File: src/rtl/regfile_wb_scheduler_if.sv
// Handshake bundle between decode/execute/memory stages, the writeback scheduler and the register file.
interface regfile_wb_scheduler_if #(
  parameter int DATA_WIDTH = 32,
  parameter int ADDR_WIDTH = 5
);
  logic                  issue_valid;
  logic [ADDR_WIDTH-1:0] issue_rs;
  logic [ADDR_WIDTH-1:0] issue_rt;
  logic [ADDR_WIDTH-1:0] issue_dest;
  logic                  issue_ready;

  logic                  alu_wb_valid;
  logic [ADDR_WIDTH-1:0] alu_wb_reg;
  logic [DATA_WIDTH-1:0] alu_wb_data;
  logic                  alu_wb_ready;

  logic                  mem_wb_valid;
  logic [ADDR_WIDTH-1:0] mem_wb_reg;
  logic [DATA_WIDTH-1:0] mem_wb_data;
  logic                  mem_wb_ready;

  logic                  rf_write_enable;
  logic [ADDR_WIDTH-1:0] rf_write_reg;
  logic [DATA_WIDTH-1:0] rf_busW;
  logic                  wb_err;

  modport slave (
    input  issue_valid, issue_rs, issue_rt, issue_dest,
    output issue_ready,
    input  alu_wb_valid, alu_wb_reg, alu_wb_data,
    output alu_wb_ready,
    input  mem_wb_valid, mem_wb_reg, mem_wb_data,
    output mem_wb_ready,
    output rf_write_enable, rf_write_reg, rf_busW, wb_err
  );

  modport master (
    output issue_valid, issue_rs, issue_rt, issue_dest,
    input  issue_ready,
    output alu_wb_valid, alu_wb_reg, alu_wb_data,
    input  alu_wb_ready,
    output mem_wb_valid, mem_wb_reg, mem_wb_data,
    input  mem_wb_ready,
    input  rf_write_enable, rf_write_reg, rf_busW, wb_err
  );
endinterface

File: src/rtl/regfile_wb_scheduler.sv
// Arbitrates ALU/MEM writebacks onto the single register-file write port and tracks pending writes.
// Optional macro WB_ROUND_ROBIN_EN: round-robin on conflicts instead of fixed MEM-over-ALU priority.
module regfile_wb_scheduler #(
  parameter int DATA_WIDTH = 32,
  parameter int ADDR_WIDTH = 5
) (
  input logic                   clk,
  input logic                   rst,
  regfile_wb_scheduler_if.slave bus
);
  localparam int NUM_REGS = 2 ** ADDR_WIDTH;

  logic [NUM_REGS-1:0]   pending;
  logic [NUM_REGS-1:0]   pending_next;
  logic                  alu_grant;
  logic                  mem_grant;
  logic                  any_grant;
  logic                  conflict;
  logic                  issue_fire;
  logic [ADDR_WIDTH-1:0] grant_reg;
  logic [DATA_WIDTH-1:0] grant_data;

  assign bus.issue_ready = !pending[bus.issue_rs] && !pending[bus.issue_rt] && !pending[bus.issue_dest];
  assign issue_fire      = bus.issue_valid && bus.issue_ready;
  assign conflict        = bus.alu_wb_valid && bus.mem_wb_valid;

`ifdef WB_ROUND_ROBIN_EN
  typedef enum logic {LAST_ALU, LAST_MEM} last_t;
  last_t last_grant;

  always_comb begin
    alu_grant = bus.alu_wb_valid;
    mem_grant = bus.mem_wb_valid;
    if (conflict) begin
      alu_grant = (last_grant == LAST_MEM);
      mem_grant = (last_grant == LAST_ALU);
    end
  end

  // Pointer only moves on conflict cycles so a lone requester does not steal the next turn.
  always_ff @(posedge clk or negedge rst) begin
    if (!rst) begin
      last_grant <= LAST_MEM;
    end else if (conflict) begin
      last_grant <= mem_grant ? LAST_MEM : LAST_ALU;
    end
  end
`else
  always_comb begin
    mem_grant = bus.mem_wb_valid;
    alu_grant = bus.alu_wb_valid && !bus.mem_wb_valid;
  end
`endif

  assign any_grant        = alu_grant || mem_grant;
  assign grant_reg        = mem_grant ? bus.mem_wb_reg  : bus.alu_wb_reg;
  assign grant_data       = mem_grant ? bus.mem_wb_data : bus.alu_wb_data;
  assign bus.alu_wb_ready = alu_grant;
  assign bus.mem_wb_ready = mem_grant;

  // Clear follows the register-file commit; a new reservation wins if both hit one register.
  always_comb begin
    pending_next = pending;
    if (bus.rf_write_enable) begin
      pending_next[bus.rf_write_reg] = 1'b0;
    end
    if (issue_fire) begin
      pending_next[bus.issue_dest] = 1'b1;
    end
    pending_next[0] = 1'b0;
  end

  always_ff @(posedge clk or negedge rst) begin
    if (!rst) begin
      pending <= '0;
    end else begin
      pending <= pending_next;
    end
  end

  always_ff @(posedge clk or negedge rst) begin
    if (!rst) begin
      bus.rf_write_enable <= 1'b0;
      bus.rf_write_reg    <= '0;
      bus.rf_busW         <= '0;
      bus.wb_err          <= 1'b0;
    end else begin
      if (any_grant) begin
        bus.rf_write_enable <= (grant_reg != '0);
        bus.rf_write_reg    <= grant_reg;
        bus.rf_busW         <= grant_data;
        if ((grant_reg != '0) && !pending[grant_reg]) begin
          bus.wb_err <= 1'b1;
        end
      end else begin
        bus.rf_write_enable <= 1'b0;
      end
    end
  end
endmodule

File: src/flat_wrapper.sv
// flat-port wrapper written by rule: the top's interface ports become plain ports
module regfile_wb_scheduler_flat 
#(
  parameter int DATA_WIDTH = 32,
  parameter int ADDR_WIDTH = 5
)
  (clk, rst, bus_issue_valid, bus_issue_rs, bus_issue_rt, bus_issue_dest, bus_issue_ready, bus_alu_wb_valid, bus_alu_wb_reg, bus_alu_wb_data, bus_alu_wb_ready, bus_mem_wb_valid, bus_mem_wb_reg, bus_mem_wb_data, bus_mem_wb_ready, bus_rf_write_enable, bus_rf_write_reg, bus_rf_busW, bus_wb_err);
  regfile_wb_scheduler_if #(.DATA_WIDTH(DATA_WIDTH), .ADDR_WIDTH(ADDR_WIDTH)) bus_i ();
  input logic clk;
  input logic rst;
  input wire logic [$bits(bus_i.issue_valid)-1:0] bus_issue_valid;
  input wire logic [$bits(bus_i.issue_rs)-1:0] bus_issue_rs;
  input wire logic [$bits(bus_i.issue_rt)-1:0] bus_issue_rt;
  input wire logic [$bits(bus_i.issue_dest)-1:0] bus_issue_dest;
  output wire logic [$bits(bus_i.issue_ready)-1:0] bus_issue_ready;
  input wire logic [$bits(bus_i.alu_wb_valid)-1:0] bus_alu_wb_valid;
  input wire logic [$bits(bus_i.alu_wb_reg)-1:0] bus_alu_wb_reg;
  input wire logic [$bits(bus_i.alu_wb_data)-1:0] bus_alu_wb_data;
  output wire logic [$bits(bus_i.alu_wb_ready)-1:0] bus_alu_wb_ready;
  input wire logic [$bits(bus_i.mem_wb_valid)-1:0] bus_mem_wb_valid;
  input wire logic [$bits(bus_i.mem_wb_reg)-1:0] bus_mem_wb_reg;
  input wire logic [$bits(bus_i.mem_wb_data)-1:0] bus_mem_wb_data;
  output wire logic [$bits(bus_i.mem_wb_ready)-1:0] bus_mem_wb_ready;
  output wire logic [$bits(bus_i.rf_write_enable)-1:0] bus_rf_write_enable;
  output wire logic [$bits(bus_i.rf_write_reg)-1:0] bus_rf_write_reg;
  output wire logic [$bits(bus_i.rf_busW)-1:0] bus_rf_busW;
  output wire logic [$bits(bus_i.wb_err)-1:0] bus_wb_err;
  assign bus_i.issue_valid = bus_issue_valid;
  assign bus_i.issue_rs = bus_issue_rs;
  assign bus_i.issue_rt = bus_issue_rt;
  assign bus_i.issue_dest = bus_issue_dest;
  assign bus_issue_ready = bus_i.issue_ready;
  assign bus_i.alu_wb_valid = bus_alu_wb_valid;
  assign bus_i.alu_wb_reg = bus_alu_wb_reg;
  assign bus_i.alu_wb_data = bus_alu_wb_data;
  assign bus_alu_wb_ready = bus_i.alu_wb_ready;
  assign bus_i.mem_wb_valid = bus_mem_wb_valid;
  assign bus_i.mem_wb_reg = bus_mem_wb_reg;
  assign bus_i.mem_wb_data = bus_mem_wb_data;
  assign bus_mem_wb_ready = bus_i.mem_wb_ready;
  assign bus_rf_write_enable = bus_i.rf_write_enable;
  assign bus_rf_write_reg = bus_i.rf_write_reg;
  assign bus_rf_busW = bus_i.rf_busW;
  assign bus_wb_err = bus_i.wb_err;
  regfile_wb_scheduler #(.DATA_WIDTH(DATA_WIDTH), .ADDR_WIDTH(ADDR_WIDTH)) u_core (.clk(clk), .rst(rst), .bus(bus_i));
endmodule
File: config.mk
export PLATFORM = sky130hd
export DESIGN_NAME = regfile_wb_scheduler_flat
export DESIGN_NICKNAME = d
export VERILOG_FILES = /design/src/rtl/regfile_wb_scheduler_if.sv /design/src/rtl/regfile_wb_scheduler.sv /design/src/flat_wrapper.sv
export SDC_FILE = /design/constraint.sdc
export NUM_CORES = 1
export LEC_CHECK = 0
export ABC_AREA = 0
export BUFFER_PORTS_ARGS = -buffer_cell sky130_fd_sc_hd__buf_2
export CELL_PAD_IN_SITES_DETAIL_PLACEMENT = 1
export CELL_PAD_IN_SITES_GLOBAL_PLACEMENT = 2
export CORE_ASPECT_RATIO = 0.6
export CORE_UTILIZATION = 33
export DETAILED_ROUTE_END_ITERATION = 8
export GPL_TIMING_DRIVEN = 0
export PLACE_DENSITY = 0.91
export SLEW_MARGIN = 20
export SYNTH_ARGS = -nofsm -noshare
export SYNTH_HDL_FRONTEND = slang
export SYNTH_SLANG_ARGS = --single-unit
File: constraint.sdc
create_clock -name clk -period 6.7 [get_ports clk]
set_input_delay 0.67 -clock clk [delete_from_list [all_inputs] [get_ports clk]]
set_output_delay 0.67 -clock clk [all_outputs]
set_load 0.05 [all_outputs]
# After elaboration in Yosys (flattened, before gate mapping)
# Cells that the tools add are included.
[classes]
order_cmp = 7
mux = 17
bitwise_logic = 3
n_reduce_logical = 15
[op_table]
columns = ["op", "n"]
rows = [
  ["$mux 32", 3],
  ["$and 32x32->32", 1],
  ["$not 32->32", 1],
  ["$or 32x32->32", 1],
  ["$lt 5x6->1 const B", 5],
  ["$bmux 1 s5", 4],
  ["$demux 1 s5", 2],
  ["$ge 5x1->1 const B", 2],
  ["$logic_and 1x1->1", 7],
  ["$mux 1", 7],
  ["$logic_not 1->1", 5],
  ["$mux 5", 1],
  ["$reduce_bool 5->1", 1],
  ["$reduce_and 2->1", 1],
  ["$logic_or 1x1->1", 1],
]
[word_totals]
regBits = 70
inputBits = 94

# Logic depth before layout (Yosys ltp)
[depth]
depth_word = 9
depth_mapped = 9
mapped_depth_nobuf = 6

# Least setup slack after synthesis
# OpenSTA, ideal clock, no wires.
[synth_timing]
kind = "input-to-output"
startpoint = "input bus_issue_rt[1]"
endpoint = "output bus_issue_ready"
arrival_ns = 3.031
required_ns = 6.030
slack_ns = 2.999
path_stages = 7
path_cell_list = "clkbuf_1 mux4_2 mux2_2 a31oi_1 nand4_1 buf_2 a21oi_1"
[synth_via]
elab_chain_cells = 5
[synth_rtl]
columns = ["item", "line_no", "source"]
rows = [
  ["start, declared", "flat_wrapper.sv:13", "input wire logic [$bits(bus_i.issue_rt)-1:0] bus_issue_rt;"],
  ["$bmux 1 s5", "regfile_wb_scheduler.sv:23", "assign bus.issue_ready = !pending[bus.issue_rs] && !pending[bus.issue_rt] && !pending[bus.issue_dest];"],
  ["$mux 1 (implied by the code)", "regfile_wb_scheduler.sv:23", ""],
  ["$logic_not 1->1", "regfile_wb_scheduler.sv:23", ""],
  ["$logic_and 1x1->1 (2 in series)", "regfile_wb_scheduler.sv:23", ""],
  ["end, declared", "flat_wrapper.sv:15", "output wire logic [$bits(bus_i.issue_ready)-1:0] bus_issue_ready;"],
]
# No other way between the ends. The select of a mux whose other input is x is not followed.

# Worst setup path after layout
[layout_timing]
startpoint = "input bus_issue_rs[0]"
endpoint = "output bus_issue_ready"
[layout_via]
elab_chain_cells = 5
[layout_rtl]
columns = ["item", "line_no", "source"]
rows = [
  ["start, declared", "flat_wrapper.sv:12", "input wire logic [$bits(bus_i.issue_rs)-1:0] bus_issue_rs;"],
  ["$bmux 1 s5", "regfile_wb_scheduler.sv:23", ""],
  ["$mux 1 (implied by the code)", "regfile_wb_scheduler.sv:23", ""],
  ["$logic_not 1->1", "regfile_wb_scheduler.sv:23", ""],
  ["$logic_and 1x1->1 (2 in series)", "regfile_wb_scheduler.sv:23", ""],
]
# No other way between the ends. The select of a mux whose other input is x is not followed.

==> impl_metrics.toml <==
[layout]
multiInputGateArea_mm2 = 0.00250
largest_reg_flops = 32
drive_gt1_frac = 0.313
final_area_mm2 = 0.00560
seq_area_mm2 = 0.00175
final_nets = 709
fin_util = 0.433
area_delta_synth_final_pct = 26.8
fillers = 1559
antenna_cells = 0
layout.cells.non_filler = 790

[detailed_routing]
drt_iter0_drc = 327
final_antenna_net_count = 0
drc_errors = 0
num_vias = 4474
drt_wl_total_um = 16800
wl_per_cell_um = 21.3
via_per_inst = 5.66
dr.pass1.iters = 5

[power_and_ir_drop]
irDropWorstVdd_mv = 0.116
powerDensity_mw_per_mm2 = 314
p_int_uw = 1070
p_comb_frac = 0.344
power.switching_uw = 690
finalPower_uw = 1760
p_leak_uw = 0.00248
p_seq_frac = 0.394
swShare = 0.392
p_clk_frac = 0.262

[worst_setup_path]
cp_max_fo = 10
endpoint_kind = "output port"
crit_type = "in2out"
critPathRequiredTime_ns = 6.03
cp.arrival_ns = 3.61
reg2regPathDepth = 7
crit_path_start_kind = "primary input"

[clocking]
cts_tree = "yes"
clk_transition_reported_paths_ns = 0.06
ctsHoldBuffers = 0
cts_buffers = 9
cts.repair.resized = 0
cts_root_buffer = "clkbuf_16"
numClockSinks = 70
htree_levels = 3
worstSkewPairLatency_ns = 0.33
ctsLongestPathBuffers = 2
post_cts_buffers = 0

[outcome]
status = "finished clean"

[sta]
clock_skew_ns = 0.00865
fmax_ghz = 0.234
hold_viol_final = 0
relSlewSlack = 0.246
report.final.slew_viol_count = 0
fin_setup_tns_ns = 0
rsz0062_at_grt = "false"
period_share = 0.639
setup_violations = 0
period_needed_ns = 4.28
worstMarginPinSlew_ns = 1.13

[synthesis]
ys_types = 45
synth_area_leaders = "dfrtp_1 (40%), mux2i_1 (12%), o21ai_0 (7.9%)"
synth_area_mm2 = 0.00442
synth_nets = 567
synth_top_area_cell = "dfrtp_1"
ys_seq_area_frac = 0.397
avgSynthCellArea_um2 = 9.34
synth_top_cell_area_share = 0.397
async_reset_ff_frac = 1.00
synth-edff-count = 0
synth-main-ff-cell = "dfrtp_1"
ys_ff_latch = 70
synth_cells = 473
ys.warnings.count = 0
ys_top_cells_by_count = "dfrtp_1 (70), o21ai_0 (70), nand2_1 (69)"

[global_route]
grt_first_pass_wirelength_um = 26400
grt_pass1_vias = 4786
grt_overflow_total = 0
groute.usage.overall = 0.252
antenna_found_initial = 0
grt_max_degree = 56

[flow_run]
drv_cap = 0

[floorplan]
die_w_um = 151
ios = 136
rows = 32
coreArea_mm2 = 0.0129
die_h_um = 91.6
die_area_mm2 = 0.0139
initial_core_util = 0.342

[placement]
place_congestion = 0.919
portBuffers = 130
place_inst = 774
post_dp_cell_area_mm2 = 0.00531
post-dp-hpwl_um = 13100

[hold_path]
hold_class = "in2async"
-- cell families (layout without fill, tap and decap cells) --
kind of cell,Yosys count,after routing,synth area share
muxes,82,82,0.230
AOI/OAI and AO/OA,134,134,0.169
and+or+nand+nor,145,145,0.165
DFF,70,70,0.397
buffers and inverters,42,189,0.0391
-- power by group through the flow --
stage,sequential (uW),combinational [uW],clock [uW]
floorplan,706,346,0
global placement,682,571,0
detailed placement,694,596,0
CTS,688,600,470
global route,707,652,488
finish,694,605,462
-- layout make-up --
| class | instances | area share |
|---|---|---|
| multi-input combinational | 361 | 0.446 |
| buffer | 37 | 0.0275 |
| inverter | 5 | 0.00335 |
| clock buffer | 13 | 0.0482 |
| sequential | 70 | 0.313 |
| tap | 170 | 0.0380 |
| timing repair buffer | 131 | 0.122 |
| clock inverter | 3 | 0.00313 |
-- critical path, stage by stage --
cell and delay (ns):
buf_2 0.15, buf_2 0.25, mux4_2 0.52, nor2_1 0.10
nor3_1 0.07, a2111oi_0 0.59, nand4_1 0.46, buf_2 0.33
a21oi_1 0.16, buf_2 0.29
-- layer usage --
metal,track usage,share of wire
met1,0.363,0.47
met2,0.374,0.43
met3,0.0701,0.090
met4,0.0542,0.011
met5,0,0
-- final timing paths --
| kind | to | slack [ns] | from |
|---|---|---|---|
| worst min register to register | u_core.bus.rf_busW[10] | 0.57 | u_core.bus.rf_busW[10] |
| worst max-delay path | bus_issue_ready | 2.42 | bus_issue_rs[0] |
| min in group clk | u_core.bus.rf_busW[1] | 0.55 | bus_mem_wb_data[1] |
| worst min-delay path | u_core.pending[30] | 0.21 | rst |
| worst max register to register | u_core.pending[21] | 3.80 | u_core.pending[6] |
| max in group asynchronous | u_core.bus.rf_busW[7] | 5.92 | rst |
-- through the flow --
stage	setup slack, ns	hold slack (ns)
6_report	2.42	0.206
5_1_grt	2.14	0.216
4_1_cts	2.51	0.206
3_5_place_dp	2.54	0.565
3_3_place_gp	2.49	0.546
2_1_floorplan	3.00	0.374
-- placed cells by master (no fill, tap or decap), drive strengths merged, types with 6 or more instances in the layout --
| cell type | instances |
|---|---|
| mux4 | 14 |
| a21oi | 9 |
| buf | 146 |
| o21ai | 99 |
| nand2 | 69 |
| clkbuf | 35 |
| mux2 | 17 |
| nand3 | 11 |
| mux2i | 51 |
| dfrtp | 70 |
| nor2 | 13 |
| nor2b | 6 |
No activity file was read; power rests on OpenSTA's default activity.
